`src/rtl/param_memory.sv`:
```
// Parameterised single-port word memory with per-byte write enables,
// self-zeroing after reset and on request, and a 1- or 2-cycle read pipeline.
module param_memory #(
  parameter int unsigned DATA_WIDTH = 32,
  parameter int unsigned ADDR_WIDTH = 4,
  parameter int unsigned OUT_REG    = 0
) (
  input  logic                    clk,
  input  logic                    rst_n,
  input  logic                    CS,
  input  logic                    wr_en,
  input  logic [DATA_WIDTH/8-1:0] byte_en,
  input  logic [ADDR_WIDTH-1:0]   addr_in,
  input  logic [DATA_WIDTH-1:0]   data_in,
  input  logic                    clear,
  output logic [DATA_WIDTH-1:0]   data_out,
  output logic                    rd_valid,
  output logic                    busy
);

  localparam int unsigned DEPTH  = 2 ** ADDR_WIDTH;
  localparam int unsigned NBYTES = DATA_WIDTH / 8;

  typedef enum logic [1:0] {
    INIT  = 2'd0,
    READY = 2'd1,
    CLEAR = 2'd2
  } state_t;

  state_t                  state;
  state_t                  state_nxt;
  logic [ADDR_WIDTH-1:0]   cnt;
  logic [ADDR_WIDTH-1:0]   cnt_nxt;
  logic                    zero_we;
  logic                    acc;
  logic                    wr_acc;
  logic                    rd_acc;
  logic [DATA_WIDTH-1:0]   mem [DEPTH];
  logic                    rd_valid_q;
  logic [DATA_WIDTH-1:0]   rd_data_q;

  assign busy   = (state != READY);
  // clear has priority over an access presented in the same cycle
  assign acc    = (state == READY) && CS && !clear;
  assign wr_acc = acc && wr_en;
  assign rd_acc = acc && !wr_en;

  // State and zeroing-counter register
  always_ff @(posedge clk or negedge rst_n) begin
    if (!rst_n) begin
      state <= INIT;
      cnt   <= '0;
    end else begin
      state <= state_nxt;
      cnt   <= cnt_nxt;
    end
  end

  // Next-state logic: INIT/CLEAR sweep every address once, then go READY
  always_comb begin
    state_nxt = state;
    cnt_nxt   = cnt;
    zero_we   = 1'b0;
    case (state)
      INIT, CLEAR: begin
        zero_we = 1'b1;
        if (cnt == '1) begin
          state_nxt = READY;
          cnt_nxt   = '0;
        end else begin
          cnt_nxt = cnt + 1'b1;
        end
      end
      READY: begin
        if (clear) state_nxt = CLEAR;
      end
      default: begin
        state_nxt = INIT;
        cnt_nxt   = '0;
      end
    endcase
  end

  // Memory array: zeroing sweep or byte-masked write
  always_ff @(posedge clk) begin
    if (zero_we) begin
      mem[cnt] <= '0;
    end else if (wr_acc) begin
      for (int unsigned b = 0; b < NBYTES; b++) begin
        if (byte_en[b]) mem[addr_in][8*b +: 8] <= data_in[8*b +: 8];
      end
    end
  end

  // First read stage; data register holds zero whenever no read was accepted
  always_ff @(posedge clk or negedge rst_n) begin
    if (!rst_n) begin
      rd_valid_q <= 1'b0;
      rd_data_q  <= '0;
    end else begin
      rd_valid_q <= rd_acc;
      rd_data_q  <= rd_acc ? mem[addr_in] : '0;
    end
  end

  generate
    if (OUT_REG != 0) begin : g_out_reg
      logic                  rd_valid_q2;
      logic [DATA_WIDTH-1:0] rd_data_q2;

      // Optional second read stage for an extra cycle of latency
      always_ff @(posedge clk or negedge rst_n) begin
        if (!rst_n) begin
          rd_valid_q2 <= 1'b0;
          rd_data_q2  <= '0;
        end else begin
          rd_valid_q2 <= rd_valid_q;
          rd_data_q2  <= rd_data_q;
        end
      end

      assign rd_valid = rd_valid_q2;
      assign data_out = rd_data_q2;
    end else begin : g_no_out_reg
      assign rd_valid = rd_valid_q;
      assign data_out = rd_data_q;
    end
  endgenerate

endmodule

```
`config.mk`:
```
export PLATFORM = sky130hd
export DESIGN_NAME = param_memory
export DESIGN_NICKNAME = d
export VERILOG_FILES = /design/src/rtl/param_memory.sv
export SDC_FILE = /design/constraint.sdc
export NUM_CORES = 1
export LEC_CHECK = 0
export BUFFER_PORTS_ARGS = -buffer_cell sky130_fd_sc_hd__buf_2
export CAP_MARGIN = 20
export CORE_ASPECT_RATIO = 2
export CORE_MARGIN = 2
export CORE_UTILIZATION = 55
export CTS_CLUSTER_DIAMETER = 50
export CTS_CLUSTER_SIZE = 16
export DETAILED_ROUTE_END_ITERATION = 6
export GPL_TIMING_DRIVEN = 0
export PLACE_DENSITY = 0.73
export SYNTH_ARGS = -nofsm -noshare
export SYNTH_HDL_FRONTEND = slang
export SYNTH_SLANG_ARGS = --single-unit
```
`constraint.sdc`:
```
create_clock -name clk -period 5.2 [get_ports clk]
set_input_delay 0.26 -clock clk [delete_from_list [all_inputs] [get_ports clk]]
set_output_delay 0.26 -clock clk [all_outputs]
set_load 0.05 [all_outputs]
```
==> out/metrics.yaml, run 1 <==
critical_path:
  worstRegToRegCells: 8
  cp-start-kind: "register"
  reg2reg_from: "state[0]$_DFFE_PN0P_"
  r2r-end: "mem[14][2]$_DFFE_PP_"
  crit_path_max_fanout: 10
  cp_data_arrival_time_ps: 3650
  crit_type: "reg2reg"
  end_kind: "register"
  timing.reg2reg.setup_slack_ps: 1800
  critPathRequiredTime_ps: 5440
power_and_ir_drop:
  comb_power_share_pct: 16.8
  seq_power_share_pct: 55.2
  power.internal_mw: 7.67
  clock_power_share_pct: 28.0
  netSwitchingFraction_pct: 26.3
  switchingPower_mw: 2.74
  p_per_area_mw_per_mm2: 437
  peakVddDrop_uv: 359
  total_leakage_power_nw: 8.08
synth:
  yosys.area_share.simple_pct: 3.67
  synth_edf_count: 512
  yosysUniqueCellTypes: 38
  yosysSeqAreaShare_pct: 77.0
  synthAdderAreaFrac_pct: 0.0589
  async_reset_ff_share_pct: 7.08
  synth_nets: 1034
  ys_warn_count: 0
  ys.flop_type: "edfxtp_1"
  synth_seq_cells: 551
  synth-xor-area-share_pct: 0.0412
  synth_top_family_by_area: "multiplexers"
  synth.area.mux_share_pct: 15.6
  synth-compound-area-share_pct: 2.26
  avgSynthCellArea_um2: 21.5
  synth_cells: 988
  syn_area_mm2: 0.0212
clock_network:
  post_cts_buffers: 0
  clock-root-buffer: "clkbuf_16"
  clkSlewWorstSetupHoldPaths_ps: 70
  cts_buffers: 40
  clockBufferDepth: 3
  clock-sinks: 551
  tritoncts: "built"
  insertion_delay_ps: 550
  cts_max_level: 2
sta:
  setup_viol: 0
  slew_headroom_pct: 20.4
  tns_ps: 0
  fin_crit_sh_pct: 65.5
  clock.fmax_mhz: 294
  period_minus_slack_ps: 3400
  finClkSkew_ps: 18.4
  rsz0062_at_grt: "false"
  setup_ws_ps: 1800
  tightest_slew_ps: 1190
  hold_violations: 0
  maxSlewViolCount: 0
placed_design:
  pre_cts_ws_ps: 1820
  port_buffers: 77
  place_area_mm2: 0.0226
  placedCellCount: 1611
  gp_congestion: 0.892
  hpwlAfterDp_um: 32500
die:
  start_util_pct: 55.9
  dieArea_mm2: 0.0403
  coreArea_mm2: 0.0380
  die_y_um: 282
  row_count: 101
  io_pins: 79
  die_w_um: 143
grt:
  antenna_found_initial: 0
  grt_usage_pct: 24.4
  grt_pass1_wl_um: 68900
  globalRouteOverflowTotal: 0
  grtUsageMet2_pct: 46.0
  grt_max_degree: 21
  busiest_layer: "met2"
  grt_use_met1_pct: 27.0
  grt_pass1_vias: 10900
  grt_use_met3_pct: 2.79
detailed_routing:
  drt_iter0_drc: 1000
  wl_per_cell_um: 28.1
  wl_um: 47200
  postRouteAntennaNets: 0
  routed_via_density: 6.09
  vias: 10200
  drc: 0
  dr.pass1.iters: 5
layout:
  fin_cells: 1681
  diodes: 0
  nets: 1185
  final_area_mm2: 0.0238
  drive_gt1_share_pct: 30.5
  area_growth_pct: 12.1
hold_path:
  min_from: "clear"
  min_to: "state[0]$_DFFE_PN0P_"
  whs_path_depth: 2
  hold_path.class: "in2reg"
job:
  drv_cap: 0
status:
  status: "finished, final reports clean"
layout by cell type, fill, tap and decap left out, drive strengths merged, types with 2 or more instances in the layout:
| cell | synthesis | layout |
|---|---|---|
| nand2 | 5 | 5 |
| o21ai | 35 | 35 |
| nor2 | 5 | 5 |
| mux2 | 3 | 3 |
| and2 | 35 | 35 |
| mux2i | 38 | 38 |
| a22oi | 32 | 32 |
| clkbuf | 33 | 102 |
| edfxtp | 512 | 512 |
| mux4 | 128 | 128 |
| nor4 | 3 | 3 |
| buf | 27 | 135 |
| a21boi | 4 | 4 |
| inv | 2 | 2 |
| nand2b | 4 | 4 |
| dfrtp | 39 | 39 |
| nor2b | 7 | 7 |
| nor3 | 66 | 66 |
power by group through the flow:
stage	clock (mW)	sequential, mW	combinational, mW
after CTS	2.95	5.75	1.75
after detailed placement	0	5.84	1.74
after global routing	3.08	5.80	1.84
after floorplan	0	5.79	1.03
final	2.92	5.75	1.75
after global placement	0	5.81	1.56
cell families after synthesis:
kind of cell | Yosys count
XOR/XNOR | 1
adder cells (fa/ha/maj) | 1
flip-flops | 551
multiplexers | 169
AO/OA/AOI/OAI | 76
buffers and inverters | 62
AND/OR/NAND/NOR | 128
state kept, by name, summed over array words and instances (netlist names):
name,flops
cnt,4
data_out,32
mem,512
rd_valid,1
state,2
how the worst max path moves through the flow:
stage / start / endpoint
finish: state[0]$_DFFE_PN0P_ / mem[14][2]$_DFFE_PP_
global route: state[0]$_DFFE_PN0P_ / mem[14][2]$_DFFE_PP_
CTS: state[0]$_DFFE_PN0P_ / mem[14][2]$_DFFE_PP_
detailed placement: state[1]$_DFFE_PN0P_ / mem[14][6]$_DFFE_PP_
global placement: state[1]$_DFFE_PN0P_ / mem[10][4]$_DFFE_PP_
floorplan: state[1]$_DFFE_PN0P_ / mem[10][0]$_DFFE_PP_
worst max-delay path, cell delays in order, from the launching register on:
cell      delay [ps]
dfrtp_1          330
buf_4            160
and2b_4          210
inv_4             70
nor3_4           380
mux2i_1          340
clkbuf_1         400
nor3_1           890
buf_2            310
routing by layer:
layer | routed length, um | part of all wire [%] | vias up
met1 | 15800 | 33 | 5376
met5 | 0 | 0 | -
met4 | 2400 | 5.1 | 0
met3 | 1980 | 4.2 | 120
li1 | - | - | 4383
met2 | 27000 | 57 | 364
area by class of cell:
type | count | area, um2
Timing Repair Buffer | 109 | 629
Fill cell | 2580 | 14200
Inverter | 2 | 10.0
Tap cell | 515 | 644
Multi-Input combinational cell | 375 | 4730
Clock buffer | 69 | 1160
Sequential cell | 551 | 16400
Buffer | 60 | 288
Yosys cell counts, types with 2 or more instances:
cell type  instances  area share [%]
mux2i_2            4            0.26
buf_4              2           0.071
and2_1            35             1.0
o21ai_0           33            0.78
mux2i_1           34             1.6
buf_6              4            0.21
nand2b_1           4            0.12
nor2_1             5           0.088
nand2_1            5           0.088
dfrtp_1           39             4.6
a21boi_1           4            0.14
buf_2             20            0.47
edfxtp_1         512              72
mux4_2           128              14
nor4_2             2            0.12
mux2_2             2            0.11
a22oi_1           32             1.1
o21ai_1            2           0.047
clkbuf_1          33            0.58
nor2b_1            7            0.21
nor3_1            53             1.2
nor3_2            12            0.57
stage by stage:
stage	utilization (%)	hold slack (ps)	total power [mW]
CTS	62.6	5.37	10.4
global placement	58.6	518	7.37
global route	62.6	16.6	10.7
floorplan	-	-35.6	6.82
detailed placement	59.5	298	7.59
finish	62.6	39.4	10.4
repair_timing:
action,CTS,global route
resized for setup,0,0
hold endpoints to repair,19,0
hold buffers,1,0
setup endpoints to repair,0,0
(Power assumes the default switching activity.)
==> inputs of run 2 (changes only) <==
==> constraint.sdc (replaced) <==
create_clock -name clk -period 3.35 [get_ports clk]
set_input_delay 0.1675 -clock clk [delete_from_list [all_inputs] [get_ports clk]]
set_output_delay 0.1675 -clock clk [all_outputs]
set_load 0.05 [all_outputs]
==> run 2 against run 1 <==
  * Sequential power grew 55%
  * Flip-flop and latch count unchanged
  * Critical endpoint is now mem[15][22]$_DFFE_PP_
  * Combinational power up 55%
  * Die area stayed put
  * Largest cell class unchanged
  * Clock skew rose by 1.3 ps
  * Clock power rose by 55%
  * Worst hold slack better by 49 ps
  * Non-clock buffer count rose by 2
==> out/metrics.yaml, run 2 (same netlist as run 1, synthesis figures left out) <==
status:
  status: "finished, final reports clean"
layout:
  final_area_mm2: 0.0238
  nets: 1187
  largest_reg_flops: 512
  area_growth_pct: 12.2
  drive_gt1_share_pct: 30.7
  regArea_mm2: 0.0164
  fin_cells: 1683
  final_common_cell: "edfxtp_1"
  multi_input_area_mm2: 0.00474
  fill_cells: 2575
  largest_register: "mem"
  diodes: 0
  final_cell_mix: "edfxtp_1, mux4_2, buf_2, clkbuf_1, clkbuf_16"
placed_design:
  port_buffers: 77
  place_area_mm2: 0.0226
  gp_congestion: 0.892
  hpwlAfterDp_um: 32500
  pre_cts_ws_ps: -28.1
  placedCellCount: 1611
critical_path:
  cp_data_arrival_time_ps: 3500
  critPathRequiredTime_ps: 3600
  timing.reg2reg.setup_slack_ps: 100
  end_kind: "register"
  crit_path_max_fanout: 10
  worstRegToRegCells: 7
  crit_type: "reg2reg"
  reg2reg_from: "state[1]$_DFFE_PN0P_"
  cp-start-kind: "register"
  r2r-end: "mem[15][22]$_DFFE_PP_"
sta:
  hold_slack_ps: 88.3
  tightest_slew_ps: 1110
  fin_crit_sh_pct: 96.9
  setup_viol: 0
  clock.fmax_mhz: 308
  slew_headroom_pct: 26.0
  finClkSkew_ps: 19.7
  maxSlewViolCount: 0
  period_minus_slack_ps: 3250
  setup_ws_ps: 104
  hold_violations: 0
  rsz0062_at_grt: "false"
clock_network:
  clkSlewWorstSetupHoldPaths_ps: 70
  post_cts_buffers: 0
  tritoncts: "built"
  clock-sinks: 551
  insertion_delay_ps: 550
  clock-root-buffer: "clkbuf_16"
  cts_max_level: 2
  clockBufferDepth: 3
  cts_buffers: 40
job:
  drv_cap: 0
detailed_routing:
  drc: 0
  routed_via_density: 6.09
  dr.pass1.iters: 7
  postRouteAntennaNets: 0
  wl_um: 47100
  vias: 10200
  drt_iter0_drc: 1003
  wl_per_cell_um: 28.0
die:
  die_y_um: 282
  dieArea_mm2: 0.0403
  coreArea_mm2: 0.0380
  start_util_pct: 55.9
  io_pins: 79
  die_w_um: 143
  row_count: 101
hold_path:
  whs_path_depth: 3
  min_to: "rd_valid$_DFF_PN0_"
  hold_path.class: "in2reg"
  min_from: "CS"
grt:
  grt_usage_pct: 24.4
  busiest_layer: "met2"
  grt_use_met1_pct: 27.2
  antenna_found_initial: 0
  grtUsageMet2_pct: 46.1
  globalRouteOverflowTotal: 0
  grt_use_met3_pct: 2.77
  grt_pass1_wl_um: 69100
  grt_pass1_vias: 10900
  grt_max_degree: 21
power_and_ir_drop:
  p_per_area_mw_per_mm2: 678
  total_leakage_power_nw: 8.09
  peakVddDrop_uv: 558
  power_mw: 16.2
[run 2: cell types whose count changed in the layout (fill, tap and decap cells not counted)]
cell	delta
dlygate4sd3_1	+2
clkbuf_2	+1
nor3_2	+2
nor3_1	-2
clkbuf_1	-1
[run 2: worst max-delay path: stages (launching register included)]
cell     delay, ps
dfrtp_1        400
and2b_4        310
inv_4           70
nor3_4         390
mux2_2         490
buf_2          250
nor3_1         750
buf_2          300
[run 2: how the worst max path moves through the flow]
stage	start	endpoint	slack, ps	cells after the start
2_1_floorplan	state[1]$_DFFE_PN0P_	mem[9][24]$_DFFE_PP_	620	7
3_3_place_gp	state[1]$_DFFE_PN0P_	mem[10][4]$_DFFE_PP_	-340	7
3_5_place_dp	state[1]$_DFFE_PN0P_	mem[14][6]$_DFFE_PP_	-30	7
4_1_cts	state[0]$_DFFE_PN0P_	mem[14][19]$_DFFE_PP_	100	8
5_1_grt	state[0]$_DFFE_PN0P_	mem[12][19]$_DFFE_PP_	4	8
6_report	state[1]$_DFFE_PN0P_	mem[15][22]$_DFFE_PP_	100	7
[run 2: report_power, final]
| group | internal [mW] | switching [mW] |
|---|---|---|
| clock | 2.36 | 2.18 |
| sequential | 8.68 | 0.245 |
| combinational | 0.881 | 1.83 |
| total | 11.9 | 4.25 |
[run 2: routing by layer]
metal,part of all wire [%],wire [um]
met5,0,0
met2,58,27200
met3,4.4,2060
met4,4.7,2230
met1,33,15700
[run 2: layout make-up]
type / instances / area share [%]
inverter: 2 / 0.0420
timing repair buffer: 111 / 2.72
buffer: 60 / 1.21
sequential: 551 / 68.6
tap: 515 / 2.70
multi-input combinational: 375 / 19.9
clock buffer: 69 / 4.87
[run 2: timing repair]
action	CTS	global route
pin swaps	0	0
hold buffers	3	0
resized for setup	2	1
setup endpoints to repair	4	4
hold endpoints to repair	23	0
[run 2: stage by stage]
stage / util [%] / setup TNS, ps
after floorplan: - / 0
after global placement: 58.6 / -33710
after detailed placement: 59.5 / -112
after CTS: 62.7 / 0
after global routing: 62.7 / 0
final: 62.7 / 0
==> inputs of run 3 (changes only) <==
--- a/config.mk
+++ b/config.mk
@@ -7,7 +7,7 @@
 export LEC_CHECK = 0
 export BUFFER_PORTS_ARGS = -buffer_cell sky130_fd_sc_hd__buf_2
 export CAP_MARGIN = 20
-export CORE_ASPECT_RATIO = 2
+export CORE_ASPECT_RATIO = 0.6
 export CORE_MARGIN = 2
 export CORE_UTILIZATION = 55
 export CTS_CLUSTER_DIAMETER = 50
@@ -15,6 +15,7 @@
 export DETAILED_ROUTE_END_ITERATION = 6
 export GPL_TIMING_DRIVEN = 0
 export PLACE_DENSITY = 0.73
+export RECOVER_POWER = 25
 export SYNTH_ARGS = -nofsm -noshare
 export SYNTH_HDL_FRONTEND = slang
 export SYNTH_SLANG_ARGS = --single-unit
==> run 3 against run 2 <==
  * The flow now finishes with violations (max-capacitance violations, max-slew violations)
  * Clock-buffer cell count is 1 higher
  * Cell count is 0.18% lower
  * Power is 2.7% higher
  * Via count is 4.1% higher
  * Critical endpoint is now mem[9][20]$_DFFE_PP_
  * Largest power group unchanged
  * Highest routed layer unchanged
==> out/metrics.yaml, run 3 (same netlist as run 1, synthesis figures left out) <==
grt:
  grt_pass1_vias: 10700
  grt_max_degree: 31
  grt_pass1_wl_um: 70900
  grt_usage_pct: 24.7
  globalRouteOverflowTotal: 0
  antenna_found_initial: 0
detailed_routing:
  drc: 0
  postRouteAntennaNets: 0
  wl_per_cell_um: 28.7
  vias: 10700
  drt_iter0_drc: 1217
  wl_um: 48200
  routed_via_density: 6.34
  dr.pass1.iters: 5
die:
  dieArea_mm2: 0.0403
  row_count: 55
  die_w_um: 258
  start_util_pct: 56.1
  die_y_um: 156
  io_pins: 79
  coreArea_mm2: 0.0378
hold_path:
  hold_path.class: "in2reg"
  whs_path_depth: 3
placed_design:
  gp_congestion: 0.871
  hpwlAfterDp_um: 31400
  port_buffers: 77
  pre_cts_ws_ps: 139
  place_area_mm2: 0.0227
  placedCellCount: 1601
critical_path:
  crit_type: "reg2reg"
  critPathRequiredTime_ps: 3520
  worstRegToRegCells: 7
  crit_path_max_fanout: 10
  cp_data_arrival_time_ps: 3370
  end_kind: "register"
  cp-start-kind: "register"
job:
  drv_cap: 1
power_and_ir_drop:
  p_per_area_mw_per_mm2: 695
  power_mw: 16.6
  total_leakage_power_nw: 7.93
  peakVddDrop_uv: 395
layout:
  largest_reg_flops: 512
  drive_gt1_share_pct: 27.8
  largest_register: "mem"
  final_common_cell: "edfxtp_1"
  area_growth_pct: 12.5
  final_area_mm2: 0.0239
  diodes: 0
  utilization_pct: 63.1
  fin_cells: 1680
  fill_cells: 2615
  nets: 1181
  final_cell_mix: "edfxtp_1, mux4_2, clkbuf_1, buf_2, nor3_2"
clock_network:
  clkSlewWorstSetupHoldPaths_ps: 70
  insertion_delay_ps: 570
  clockBufferDepth: 3
  clock-root-buffer: "clkbuf_16"
  cts_buffers: 41
  cts_max_level: 2
  tritoncts: "built"
  clock-sinks: 551
sta:
  period_minus_slack_ps: 3200
  tightest_slew_ps: 2290
  slew_headroom_pct: -52.6
  hold_violations: 0
  setup_ws_ps: 154
  fin_crit_sh_pct: 95.4
  setup_viol: 0
  clock.fmax_mhz: 313
  tns_ps: 0
  hold_slack_ps: 22.6
  maxSlewViolCount: 31
  finClkSkew_ps: 30.0
  rsz0062_at_grt: "false"
status:
  violations: "max-capacitance violations, max-slew violations"
  status: "finished with violations"
==> run 3: what timing repair did <==
item | CTS | global route
gates resized for setup | 0 | 2
setup endpoints to repair | 0 | 5
hold endpoints to repair | 43 | 0
hold buffers | 3 | 0
buffers inserted | 0 | 0
==> run 3: power by group <==
group          internal [mW]  total, mW  switching [mW]
combinational          0.863       2.76            1.90
clock                   2.64       4.92            2.28
sequential              8.68       8.92           0.240
==> run 3: worst max-delay path: stages (launching register included) <==
cell     delay [ps]
dfrtp_1         400
and2b_4         310
inv_4            60
nor3_4          320
buf_6           240
mux2_4          390
buf_4           220
nor3_2          830
==> run 3: area by class of cell <==
cell class                 instances  area, um2  share of cell area, %
sequential                       551      16400                   68.4
multi-input combinational        375       4780                   20.0
clock buffer                      70       1180                   4.93
tap                              513        642                   2.69
timing repair buffer             104        539                   2.26
buffer                            60        287                   1.20
clock inverter                     5        110                  0.461
inverter                           2       10.0                 0.0419
==> run 3: path summary, 6_finish.rpt <==
path	from	end	slack, ps
worst min-delay path	CS	rd_valid$_DFF_PN0_	20
worst min register to register	state[1]$_DFFE_PN0P_	state[1]$_DFFE_PN0P_	540
max in group asynchronous	rst_n	data_out[27]$_DFF_PN0_	630
worst max-delay path	state[1]$_DFFE_PN0P_	mem[9][20]$_DFFE_PP_	150
min in group asynchronous	rst_n	data_out[0]$_DFF_PN0_	140
worst max register to register	state[1]$_DFFE_PN0P_	mem[9][20]$_DFFE_PP_	150
==> run 3: routing by layer <==
metal | vias to the layer above | track usage, % | share of wire [%] | wire length [um]
met3 | 85 | 4.96 | 8.3 | 4010
met2 | 504 | 36.4 | 45 | 21900
met1 | 5672 | 38.0 | 44 | 21100
met4 | 0 | 7.60 | 2.6 | 1240
li1 | 4397 | - | - | -
met5 | - | 0 | 0 | 0
